File: config.mk
export PLATFORM = sky130hd
export DESIGN_NAME = mem_stage
export DESIGN_NICKNAME = d
export VERILOG_FILES = /design/src/rtl/mem_stage.sv
export SDC_FILE = /design/constraint.sdc
export NUM_CORES = 1
export LEC_CHECK = 0
export BUFFER_PORTS_ARGS = -buffer_cell sky130_fd_sc_hd__buf_2
export CAP_MARGIN = 10
export CORE_UTILIZATION = 62
export CTS_CLUSTER_DIAMETER = 30
export DETAILED_ROUTE_END_ITERATION = 12
export HOLD_SLACK_MARGIN = 0.08
export PLACE_DENSITY = 0.88
export RECOVER_POWER = 100
export SLEW_MARGIN = 20
export SYNTH_ARGS = -nofsm -noshare
export SYNTH_HDL_FRONTEND = slang
export SYNTH_SLANG_ARGS = --single-unit
File: constraint.sdc
create_clock -name clk -period 9.35 [get_ports clk]
set_input_delay 0.935 -clock clk [delete_from_list [all_inputs] [get_ports clk]]
set_output_delay 0.935 -clock clk [all_outputs]
set_load 0.02 [all_outputs]
File: src/rtl/mem_stage.sv
// Memory-access stage of the accumulator CPU: owns the data memory,
// performs loads/stores and registers the MEM/WB bundle.
module mem_stage #(
   parameter int DATA_W   = 8,
   parameter int ADDR_W   = 5,
   parameter int READ_LAT = 1
) (
   input  logic              clk,
   input  logic              rst,
   input  logic [2:0]        opcode,
   input  logic              mem_rd,
   input  logic              mem_we,
   input  logic              acc_we,
   input  logic              acc_control,
   input  logic [ADDR_W-1:0] addr,
   input  logic [DATA_W-1:0] acc_in,
   input  logic [DATA_W-1:0] alu_result,
   output logic              stall,
   output logic              acc_we_wb,
   output logic [DATA_W-1:0] wb_data,
   output logic [2:0]        opcode_wb,
   output logic [ADDR_W-1:0] addr_wb
);

   localparam int        DEPTH    = 2 ** ADDR_W;
   localparam logic      MULTI    = (READ_LAT > 1);
   localparam logic [3:0] CNT_INIT = 4'(READ_LAT - 1);

   typedef enum logic {IDLE, WAIT} state_t;

   state_t            state, state_nxt;
   logic [3:0]        count, count_nxt;
   logic              start, done;
   logic [DATA_W-1:0] mem [DEPTH];

   logic [2:0]        l_opcode;
   logic [ADDR_W-1:0] l_addr;
   logic              l_acc_we;
   logic              l_ctl;
   logic [DATA_W-1:0] l_alu;

   always_ff @(posedge clk or posedge rst) begin
      if (rst) begin
         state <= IDLE;
         count <= '0;
      end else begin
         state <= state_nxt;
         count <= count_nxt;
      end
   end

   always_comb begin
      state_nxt = state;
      count_nxt = count;
      start     = 1'b0;
      done      = 1'b0;
      unique case (state)
         IDLE: begin
            if (MULTI && mem_rd && !mem_we) begin
               start     = 1'b1;
               state_nxt = WAIT;
               count_nxt = CNT_INIT;
            end
         end
         WAIT: begin
            count_nxt = count - 4'd1;
            if (count == 4'd1) begin
               done      = 1'b1;
               state_nxt = IDLE;
            end
         end
         default: state_nxt = IDLE;
      endcase
   end

   assign stall = (state == WAIT);

   // Write-back data reads the pre-edge memory, so a store's own
   // write-back never sees the value it is writing.
   always_ff @(posedge clk or posedge rst) begin
      if (rst) begin
         acc_we_wb <= 1'b0;
         wb_data   <= '0;
         opcode_wb <= '0;
         addr_wb   <= '0;
         l_opcode  <= '0;
         l_addr    <= '0;
         l_acc_we  <= 1'b0;
         l_ctl     <= 1'b0;
         l_alu     <= '0;
         for (int i = 0; i < DEPTH; i++) mem[i] <= '0;
      end else if (state == IDLE) begin
         if (mem_we) mem[addr] <= acc_in;
         if (start) begin
            l_opcode  <= opcode;
            l_addr    <= addr;
            l_acc_we  <= acc_we;
            l_ctl     <= acc_control;
            l_alu     <= alu_result;
            acc_we_wb <= 1'b0;
         end else begin
            acc_we_wb <= acc_we;
            opcode_wb <= opcode;
            addr_wb   <= addr;
            wb_data   <= acc_control ? mem[addr] : alu_result;
         end
      end else if (done) begin
         acc_we_wb <= l_acc_we;
         opcode_wb <= l_opcode;
         addr_wb   <= l_addr;
         wb_data   <= l_ctl ? mem[l_addr] : l_alu;
      end
   end

endmodule

==> key figures, run 1 <==
Yosys
  • Top cells by area, synth: dfrtp_1 (54%), mux2_2 (22%), mux2i_1 (7.6%)
  • Syn Nets: between 900 and 1,000
  • Ys Warns: 0
  • Count of different cell masters after synthesis: 47
  • Asr flop ratio synth: 1.00
  • Sequential area share after synthesis: 0.542
  • Synth top area share: 0.542
  • Area leader, netlist: dfrtp_1
  • Post-Syn Instances: around 900
  • Syn Area/Cell: about 14 sq um
  • Mapped cell area: 12,800 sq um
  • Post-synthesis register bit count: 278
  • Number of flops mapped to enable cells by yosys: 0
  • Synth Flop Type: dfrtp_1

Placed design
  • Placed wire-length estimate: 19,000 um
  • Placed cell areas: between 10,000 and 15,000 sq um
  • RePlAce Congestion: 0.894
  • Placed cells: 1,187
  • Number of I/O port buffers: between 40 and 50

Finish
  • Leading cell type in the layout, fill and taps excluded: dfrtp_1
  • Finished Cell Area: about 15,000 sq um
  • Multi-input logic area: approximately 5400 sq um
  • Most frequent cells in the layout: dfrtp_1 (278), mux2_2 (249), mux2i_1 (98), clkbuf_16 (50), o22ai_1 (39)
  • Seq. cell area: 6960 sq um
  • Final core occ: 0.733
  • Layout cell share with drive strength beyond 1: 0.390
  • Synthesis-to-finish area growth: 15.8%
  • # diodes: 0
  • Nets@finish: 1,000
  • Post-Layout Cell Count: about 1,300
  • Fillers: 1,185

Clocking
  • Clock buffer depth: 3
  • H-tree depth: 2
  • Clock slew seen by the registers of the worst setup and hold paths: 0.05 ns
  • CTS Sinks: 278
  • Worst skew pair latency: 0.55 ns
  • Setup Fix Bufs, Post-CTS: 0
  • TritonCTS Buffers: a little under 50
  • CTS Root Cell: clkbuf_16
  • CTS tree: done
  • Post-CTS sizing: 0
  • CTS Hold Bufs: 0

Die
  • Rows: 52
  • Die Span X: 146 um
  • Initial core utilization: 0.633
  • Ports: 48
  • Die height: 146 um
  • CORE AREA: 20,300 sq um
  • Die area: approximately 21,000 sq um

STA
  • RSZ-0062 raised after global routing: false
  • Final setup vio count: 0
  • Setup TNS: 0 ns
  • Max Freq: 199 MHz
  • Final Hold Viols: 0
  • Worst hold slack: 0.478 ns
  • Final critical-path share of the clock period: 0.538
  • Final Max Tran Viols: 169
  • Relative slew margins: -1.82
  • Setup Skew: 0.0129 ns
  • Tmin final: 5.03 ns
  • Worst Max-Slew Pin Slew: approximately 4.2 ns

Routing
  • Initial DRC Count: 943
  • DRT Wirelength: 33,500 um
  • Vias per cell: 6.69
  • Routed Antenna Nets: 0
  • Via count: 8,532
  • Number of remaining DRC errors: 0
  • WL per Instance: approximately 26 um
  • Drt first pass iters: 5

Power
  • P_leak: 6.84 nW
  • Pwr Density: 267 nW/um^2
  • Peak VDD IR: approximately 0.00014 V

Worst setup path
  • Setup crit end kind: flip-flop
  • Critical path class: primary input to flip-flop
  • Worst R2R Setup Slack: 5.76 ns
  • R2r startpoint: stall
  • CP max FO: 58
  • Reg2Reg Depth: 5
  • WP data arrival: approximately 5.5 ns
  • R2r endpoint: mem[70]
  • Startpoint Class: primary input
  • WP data required: approximately 9.8 ns

Global route
  • Antenna violations before repair: 1
  • Grt ovf: 0
  • Tot GR Track Use: 0.327
  • Vias in the first global route: 9,144
  • Largest net degree at the start of global routing: 183
  • First-pass GRT wire length: 52,700 um

Worst hold path
  • Tightest Hold Check Type: flip-flop to flip-flop
  • Hold Crit Depth: 1
  • Worst Hold Launch: wb_data[0]
  • Hold EP: wb_data[0]

Run status
  • Status: finished with violations
  • Failing checks: max-capacitance violations, max-slew violations

Run
  • Max-cap violation count: 4
-- cell families (layout without fill, tap and decap cells) --
logic type	Yosys count	count (layout)	share of synthesized area
buf+inv	69	153	0.0258
mux	370	370	0.329
flops	278	278	0.542
fa+ha+maj	2	2	0.00195
xor+xnor	3	3	0.00205
compound gates	80	80	0.0402
simple gates	120	120	0.0592
-- synth_stat cells, types with 4 or more instances --
library cell,instances
nand3_2,4
nand2_1,20
mux2_2,253
mux2i_1,98
buf_2,16
nand2_2,8
a21o_1,5
a22oi_1,5
o22ai_1,39
nor2_2,13
nand4bb_1,4
nor3_2,4
nor4_1,8
nand3_1,5
nor3_1,10
buf_4,8
nor2_1,24
dfrtp_1,278
inv_1,10
a311oi_1,5
mux4_2,16
clkbuf_1,29
o21ai_0,18
-- stage by stage --
step	worst slack (ns)	power (W)
after CTS	6.02	0.00398
after global placement	5.48	0.00199
final	4.32	0.00398
after detailed placement	5.44	0.00202
after floorplan	0.750	0.00189
after global routing	4.34	0.00410
-- where the power goes --
part	total [W]	switching [W]	internal (W)
clock network	0.00195	0.000619	0.00133
registers	0.00155	0.000123	0.00143
logic	0.000481	0.000230	0.000251
total	0.00398	0.000973	0.00301
-- final cells by class --
| class | count | area share |
|---|---|---|
| clock buffer | 60 | 0.0927 |
| clock inverter | 29 | 0.0305 |
| inverter | 12 | 0.00311 |
| multi-input combinational | 575 | 0.366 |
| sequential | 278 | 0.468 |
| tap | 270 | 0.0227 |
| timing repair buffer | 52 | 0.0174 |
-- per-layer routing --
metal	vias up	GRT usage	part of all wire
met3	134	0.0740	0.088
met5	-	0.00227	0
met4	0	0.166	0.050
met2	463	0.519	0.48
li1	3514	-	-
met1	4421	0.424	0.38
-- critical path, stage by stage --
cell	delay [ns]
buf_6	0.53
clkbuf_1	1.94
mux2i_1	0.34
o22ai_1	0.14
nor4_1	0.95
a311oi_1	0.32
a21o_1	0.24
-- sequential cells by signal, summed over array words and instances (netlist names) --
name       count
stall          1
addr_wb        5
mem          256
wb_data        8
acc_we_wb      1
count          4
opcode_wb      3
-- worst max path at each step --
stage	cells after the start	end	start
finish	7	wb_data[3]	addr[1]
global route	7	wb_data[3]	addr[1]
CTS	7	wb_data[5]	addr[1]
detailed placement	7	wb_data[5]	addr[1]
global placement	7	wb_data[5]	addr[1]
floorplan	1	acc_we_wb	rst
(Power assumes the default switching activity.)
==> run 2, diff against run 1 <==
ABC_AREA = 1   (was unset)
CORE_UTILIZATION = 56   (was 62)
PLACE_DENSITY = 0.84   (was 0.88)
clock period = 4.3 ns   (was 9.35 ns; I/O delays follow)
==> run 2 against run 1 <==
The run still ends with max-capacitance violations, max-slew violations left; power rose by 100%; register-to-register slack got worse by 4.5 ns; area after synthesis about the same.
==> key figures, run 2 <==
Run status
  • Failing checks: max-capacitance violations, max-slew violations
  • Status: finished with violations

Worst setup path
  • WP data required: 4.77 ns (-5.01 ns)
  • WP data arrival: 3.59 ns (-1.87 ns)
  • Startpoint Class: primary input
  • CP peak stage delay: 1.47 ns (-0.47 ns)
  • Setup crit end kind: flip-flop
  • Worst path bufs/invs: 2 (unchanged)
  • Critical path class: primary input to flip-flop
  • Worst path most repeated cell: nand2_1
  • CP max FO: 81 (+40%)
  • CP max-delay cell: clkbuf_2
  • Crit-path cells: clkbuf_2, clkbuf_2, nand2_1, nand2_1, nand2_1, nand2_1, nand2_1, nand2_1, nor2_1, nand3_1, nand2_1, nand2_1
  • Top delay family on crit path: buffers and inverters

Yosys
  • Number of flops mapped to enable cells by yosys: 0 (unchanged)
  • Syn Area/Cell: 7.55 sq um (-46%)
  • Count of different cell masters after synthesis: 22 (-53%)
  • Sequential area share after synthesis: 0.542 (about the same)
  • Post-Syn Instances: 1,702 (+85%)
  • Top cells by area, synth: dfrtp_1 (54%), nand2_1 (27%), o21ai_0 (10%)
  • Area leader, netlist: dfrtp_1
  • Ys Warns: 0 (unchanged)
  • Synth top area share: 0.542 (about the same)
  • Top-count cell post-synth: nand2_1
  • Post-synth top cells: nand2_1 (939), dfrtp_1 (278), o21ai_0 (256), clkbuf_1 (60), buf_2 (37)
  • Synth Flop Type: dfrtp_1
  • Asr flop ratio synth: 1.00 (unchanged)
  • Mapped cell area: 12,800 sq um (about the same)
  • Post-synthesis register bit count: 278 (unchanged)
  • Syn Nets: 1,734 (+82%)

Power
  • P_leak: 7.54 nW (+10%)
  • Overall Power: 0.00810 W (+100%)
  • Pwr Density: 551 nW/um^2 (+110%)
  • Peak VDD IR: 0.000401 V (+190%)

Clocking
  • CTS Sinks: 278 (unchanged)
  • CTS tree: done
  • CTS Hold Bufs: 0 (unchanged)
  • Clock slew seen by the registers of the worst setup and hold paths: 0.05 ns (about the same)
  • Worst skew pair latency: 0.54 ns (about the same)
  • Clock buffer depth: 3 (unchanged)
  • TritonCTS Buffers: 47 (-4.1%)
  • Setup Fix Bufs, Post-CTS: 0 (unchanged)
  • Post-CTS sizing: 0 (unchanged)
  • CTS Root Cell: clkbuf_16
  • H-tree depth: 2 (unchanged)

Global route
  • Vias in the first global route: 10,900 (+19%)
  • First-pass GRT wire length: 54,600 um (+3.7%)
  • Antenna violations before repair: 0 (-1)
  • Largest net degree at the start of global routing: 203 (+11%)
  • Tot GR Track Use: 0.291 (-0.0352)
  • Grt ovf: 0 (unchanged)

Die
  • Die area: 23,500 sq um (+11%)
  • Rows: 55 (+5.8%)
  • Die height: 153 um (+5.2%)
  • Die Span X: 153 um (+5.2%)
  • Initial core utilization: 0.569 (-0.0634)
  • Ports: 48 (unchanged)
  • CORE AREA: 22,600 sq um (+11%)

Routing
  • Number of remaining DRC errors: 0 (unchanged)
  • Via count: 11,400 (+33%)
  • DRT Wirelength: 33,100 um (-1.1%)
  • Vias per cell: 5.60 (-16%)
  • WL per Instance: 16.3 um (-38%)
  • Routed Antenna Nets: 0 (unchanged)
  • Drt first pass iters: 8 (+3)
  • Initial DRC Count: 1,078 (+14%)

Finish
  • Largest registers: mem: 256 flops, wb_data: 8 flops, addr_wb: 5 flops
  • Number of flip-flops in the largest register: 256 (unchanged)
  • Most frequent cells in the layout: nand2_1 (940), dfrtp_1 (278), o21ai_0 (262), clkbuf_16 (49), nor2_1 (35)
  • Final core occ: 0.651 (-0.0820)
  • Synthesis-to-finish area growth: 14.3%
  • Fillers: 1,835 (+55%)
  • Leading cell type in the layout, fill and taps excluded: nand2_1
  • Nets@finish: 1,737 (+74%)
  • Layout cell share with drive strength beyond 1: 0.0758 (-0.314)
  • Finished Cell Area: 14,700 sq um (-1.2%)
  • Largest Register: mem
  • # diodes: 0 (unchanged)

Placed design
  • Placed wire-length estimate: 18,300 um (-3.9%)
  • Number of I/O port buffers: 46 (unchanged)
  • Placed cell areas: 13,100 sq um (-0.73%)
  • RePlAce Congestion: 0.843 (-5.8%)

STA
  • Final Hold Viols: 0 (unchanged)
  • Setup Skew: 0.0237 ns (+0.0108 ns)
  • Worst Max-Slew Pin Slew: 2.53 ns (-1.68 ns)
  • Final Max Tran Viols: 261 (+54%)
  • Relative slew margins: -0.685 (+1.14)
  • Final critical-path share of the clock period: 0.725
  • Final setup vio count: 0 (unchanged)
  • Max Freq: 321 MHz
  • Tmin final: 3.12 ns
  • RSZ-0062 raised after global routing: false
  • Setup TNS: 0 ns (unchanged)

Worst hold path
  • Tightest Hold Check Type: primary input to flip-flop

Run
  • Max-cap violation count: 3 (-1)
run 2: cell count changes in the layout (fill, tap and decap cells not counted), sizes merged, moves of 17 or more:
cell   change
o22ai     -39
mux2     -256
mux2i     -98
inv       +17
nand2    +912
o21ai    +244
run 2: final timing paths:
kind                            from            to  slack, ns  cells after the start
setup / recovery             addr[0]    wb_data[0]       1.18                     12
hold / removal             opcode[2]  opcode_wb[2]       0.13                      2
setup reg to reg               stall      mem[195]       1.27                      5
hold reg to reg              mem[81]       mem[81]       0.48                      2
max in group asynchronous        rst       mem[26]       1.94                      3
min in group asynchronous        rst      mem[135]       0.59                      3
run 2: cell families (layout without fill, tap and decap cells):
family | count (synthesis) | after routing | synth area share
and+or+nand+nor | 1012 | 1012 | 0.303
DFF | 278 | 278 | 0.542
buffers and inverters | 138 | 178 | 0.0457
AOI/OAI and AO/OA | 269 | 269 | 0.106
adders and majority gates | 2 | 2 | 0.00195
xor gates and xnor gates | 3 | 3 | 0.00205
run 2: report_power, final:
group          leakage [nW]  internal [W]  total (W)  switching, W
sequential             3.60       0.00308    0.00332      0.000248
combinational          3.17      0.000349   0.000985      0.000636
clock                 0.780       0.00247    0.00379       0.00132
run 2: worst reg2reg max path, stage by stage (launching register included):
cell and delay (ns):
dfrtp_1 0.57, inv_1 0.29, nand2_1 0.28, nor2_1 0.83
nand2_1 0.60, o21ai_0 0.35
run 2: through the flow:
stage / hold WS, ns / setup WS, ns / instances
6_report: 0.128 / 1.18 / 2027
5_1_grt: 0.137 / 0.962 / 2027
4_1_cts: 0.122 / 1.91 / 2026
3_5_place_dp: 0.464 / 1.57 / 1940
3_3_place_gp: 0.459 / 1.64 / 1940
2_1_floorplan: 0.453 / 0.191 / 1702
run 2: final cells by class:
type                    instances  area [sq um]  share of cell area
clock buffers                  60          1310              0.0890
clock inverters                26           317              0.0216
inverters                      30           115             0.00784
multi-input cells            1286          5300               0.361
flip-flops and latches        278          6960               0.474
well taps                     285           357              0.0243
repair buffers                 62           337              0.0229
run 2: layer usage:
layer | vias to the layer above | global-route usage | wire (um)
li1 | 5367 | - | -
met4 | 0 | 0.132 | 1110
met3 | 102 | 0.0601 | 2960
met2 | 540 | 0.464 | 15500
met1 | 5341 | 0.386 | 13600
met5 | - | 0 | 0
==> run 3, diff against run 2 <==
CORE_UTILIZATION = 62   (was 56)
PLACE_DENSITY = 0.88   (was 0.84)
clock period = 2.95 ns   (was 4.3 ns; I/O delays follow)
==> run 3 against run 2 <==
Cell area increased by 1.7%; the flow now finishes without violations; largest cell class unchanged; critical path depth decreased by 7; via count increased by 3.5%; core utilization increased by 8.5 points; worst hold slack got worse by 0.014 ns; critical path type is now flip-flop to flip-flop; combinational power increased by 52%.
==> key figures, run 3 (synthesis results as in run 2) <==
Power
  • Overall Power: 0.0120 W (+49%)
  • Peak VDD IR: 0.000635 V (+58%)
  • Pwr Density: 806 nW/um^2 (+46%)
  • P_leak: 7.69 nW (+2.0%)

Worst setup path
  • WP data required: 3.38 ns (-1.39 ns)
  • WP data arrival: 2.84 ns (-0.75 ns)
  • Startpoint Class: flip-flop
  • Reg2Reg Depth: 5 (unchanged)
  • Worst R2R Setup Slack: 0.53 ns (-0.74 ns)
  • Setup crit end kind: flip-flop
  • CP max FO: 16 (-80%)
  • Critical path class: flip-flop to flip-flop

Finish
  • Most frequent cells in the layout: nand2_1 (939), dfrtp_1 (278), o21ai_0 (262), clkbuf_16 (51), nor2_1 (36)
  • Largest Register: mem
  • Seq. cell area: 6960 sq um (unchanged)
  • Largest registers: mem: 256 flops, wb_data: 8 flops, addr_wb: 5 flops
  • Multi-input logic area: 5290 sq um (-0.24%)
  • Final core occ: 0.736 (+0.0850)
  • Number of flip-flops in the largest register: 256 (unchanged)
  • Leading cell type in the layout, fill and taps excluded: nand2_1
  • Finished Cell Area: 14,900 sq um (+1.7%)
  • Fillers: 1,425 (-22%)
  • Layout cell share with drive strength beyond 1: 0.0851 (+0.00934)
  • Nets@finish: 1,766 (+1.7%)
  • Synthesis-to-finish area growth: 16.3%
  • # diodes: 0 (unchanged)
  • Post-Layout Cell Count: 2,044 (+0.84%)

STA
  • Max Freq: 414 MHz
  • Final Max Tran Viols: 0 (-100%)
  • Final critical-path share of the clock period: 0.819
  • Final setup vio count: 0 (unchanged)
  • Worst Max-Slew Pin Slew: 1.07 ns (-1.46 ns)
  • Relative slew margins: 0.284 (+0.969)
  • RSZ-0062 raised after global routing: false
  • Setup Skew: 0.0139 ns (-0.00977 ns)
  • Tmin final: between 2 and 2.5 ns
  • Final Hold Viols: 0 (unchanged)
  • Setup ws final: 0.533 ns (-0.648 ns)

Placed design
  • RePlAce Congestion: 0.876 (+3.9%)
  • Placed cell areas: 13,300 sq um (+1.2%)
  • Placed wire-length estimate: 19,700 um (+7.6%)
  • Number of I/O port buffers: 46 (unchanged)
  • Setup WS pre-CTS: 0.492 ns (-1.07 ns)
  • Placed cells: 1,946 (+0.31%)

Clocking
  • H-tree depth: 2 (unchanged)
  • CTS tree: done
  • CTS Root Cell: clkbuf_16
  • Setup Fix Bufs, Post-CTS: 0 (unchanged)
  • CTS Sinks: 278 (unchanged)
  • TritonCTS Buffers: 49 (+4.3%)
  • Clock slew seen by the registers of the worst setup and hold paths: 0.05 ns (about the same)
  • Clock buffer depth: 3 (unchanged)
  • Worst skew pair latency: 0.55 ns (about the same)

Die
  • Ports: 48 (unchanged)
  • Die height: 146 um (-4.9%)
  • Die area: 21,300 sq um (-9.6%)
  • Rows: 52 (-5.5%)
  • Die Span X: 146 um (-4.9%)
  • Initial core utilization: 0.633 (+0.0637)
  • CORE AREA: 20,300 sq um (-10%)

Global route
  • Tot GR Track Use: 0.340 (+0.0491)
  • Vias in the first global route: 11,700 (+7.5%)
  • Largest net degree at the start of global routing: 90 (-56%)
  • First-pass GRT wire length: 57,500 um (+5.4%)
  • Antenna violations before repair: 1 (+1)
  • Grt ovf: 0 (unchanged)

Worst hold path
  • Tightest Hold Check Type: primary input to flip-flop
  • Hold Crit Depth: 5 (+3)

Routing
  • WL per Instance: 17.2 um (+5.0%)
  • Drt first pass iters: 6 (-2)
  • Number of remaining DRC errors: 0 (unchanged)
  • Vias per cell: 5.75 (+2.6%)
  • Via count: 11,700 (+3.5%)
  • Routed Antenna Nets: 0 (unchanged)
  • Initial DRC Count: 1,425 (+32%)
  • DRT Wirelength: 35,100 um (+5.9%)

Run status
  • Status: completed

Run
  • Max-cap violation count: 0 (-3)
run 3: cell types whose count changed in the layout (fill, tap and decap cells not counted), moves of 3 or more:
cell,delta
inv_6,-3
dlygate4sd3_1,+7
buf_4,+16
clkbuf_8,+5
clkinv_2,+4
clkinv_4,-4
clkbuf_1,+4
inv_1,+3
run 3: metrics by stage:
step	TNS [ns]	hold slack, ns
global route	0	0.131
floorplan	-284.77	0.441
finish	0	0.114
CTS	0	0.0908
detailed placement	0	0.375
global placement	0	0.375
run 3: layout make-up:
| class | count | share of cell area |
|---|---|---|
| clock buffers | 67 | 0.0955 |
| clock inverters | 24 | 0.0174 |
| inverters | 30 | 0.00771 |
| multi-input cells | 1286 | 0.354 |
| flip-flops and latches | 278 | 0.466 |
| well taps | 270 | 0.0226 |
| repair buffers | 89 | 0.0369 |
run 3: layer usage:
| metal | GRT usage | up-vias | part of all wire |
|---|---|---|---|
| met5 | 0 | - | 0.00034 |
| met3 | 0.0630 | 125 | 0.095 |
| met2 | 0.551 | 661 | 0.47 |
| met4 | 0.166 | 2 | 0.037 |
| met1 | 0.445 | 5535 | 0.39 |
| li1 | - | 5423 | - |
run 3: worst max-delay path: stages (launching register included):
cell     delay (ns)
dfrtp_1        0.39
inv_2          0.15
nand2_4        0.11
nor2_1         0.71
nand2_1        0.52
o21ai_0        0.40
run 3: where the power goes:
part / switching (W) / internal [W]
Clock: 0.00194 / 0.00373
Combinational: 0.000969 / 0.000531
Sequential: 0.000377 / 0.00448
Total: 0.00328 / 0.00875
run 3: path summary, 6_finish.rpt:
| path | end | startpoint |
|---|---|---|
| max | mem[35] | stall |
| min | wb_data[5] | alu_result[5] |
| max reg2reg | mem[35] | stall |
| min reg2reg | mem[142] | mem[142] |
| max in group asynchronous | count[0] | rst |
| min in group asynchronous | mem[157] | rst |
run 3: what timing repair did:
action                                  4_1_cts  5_1_grt
endpoints found under the hold margin        24        0
endpoints found under the setup margin        0        0
hold buffers                                  7        0
resized for setup                             0        0
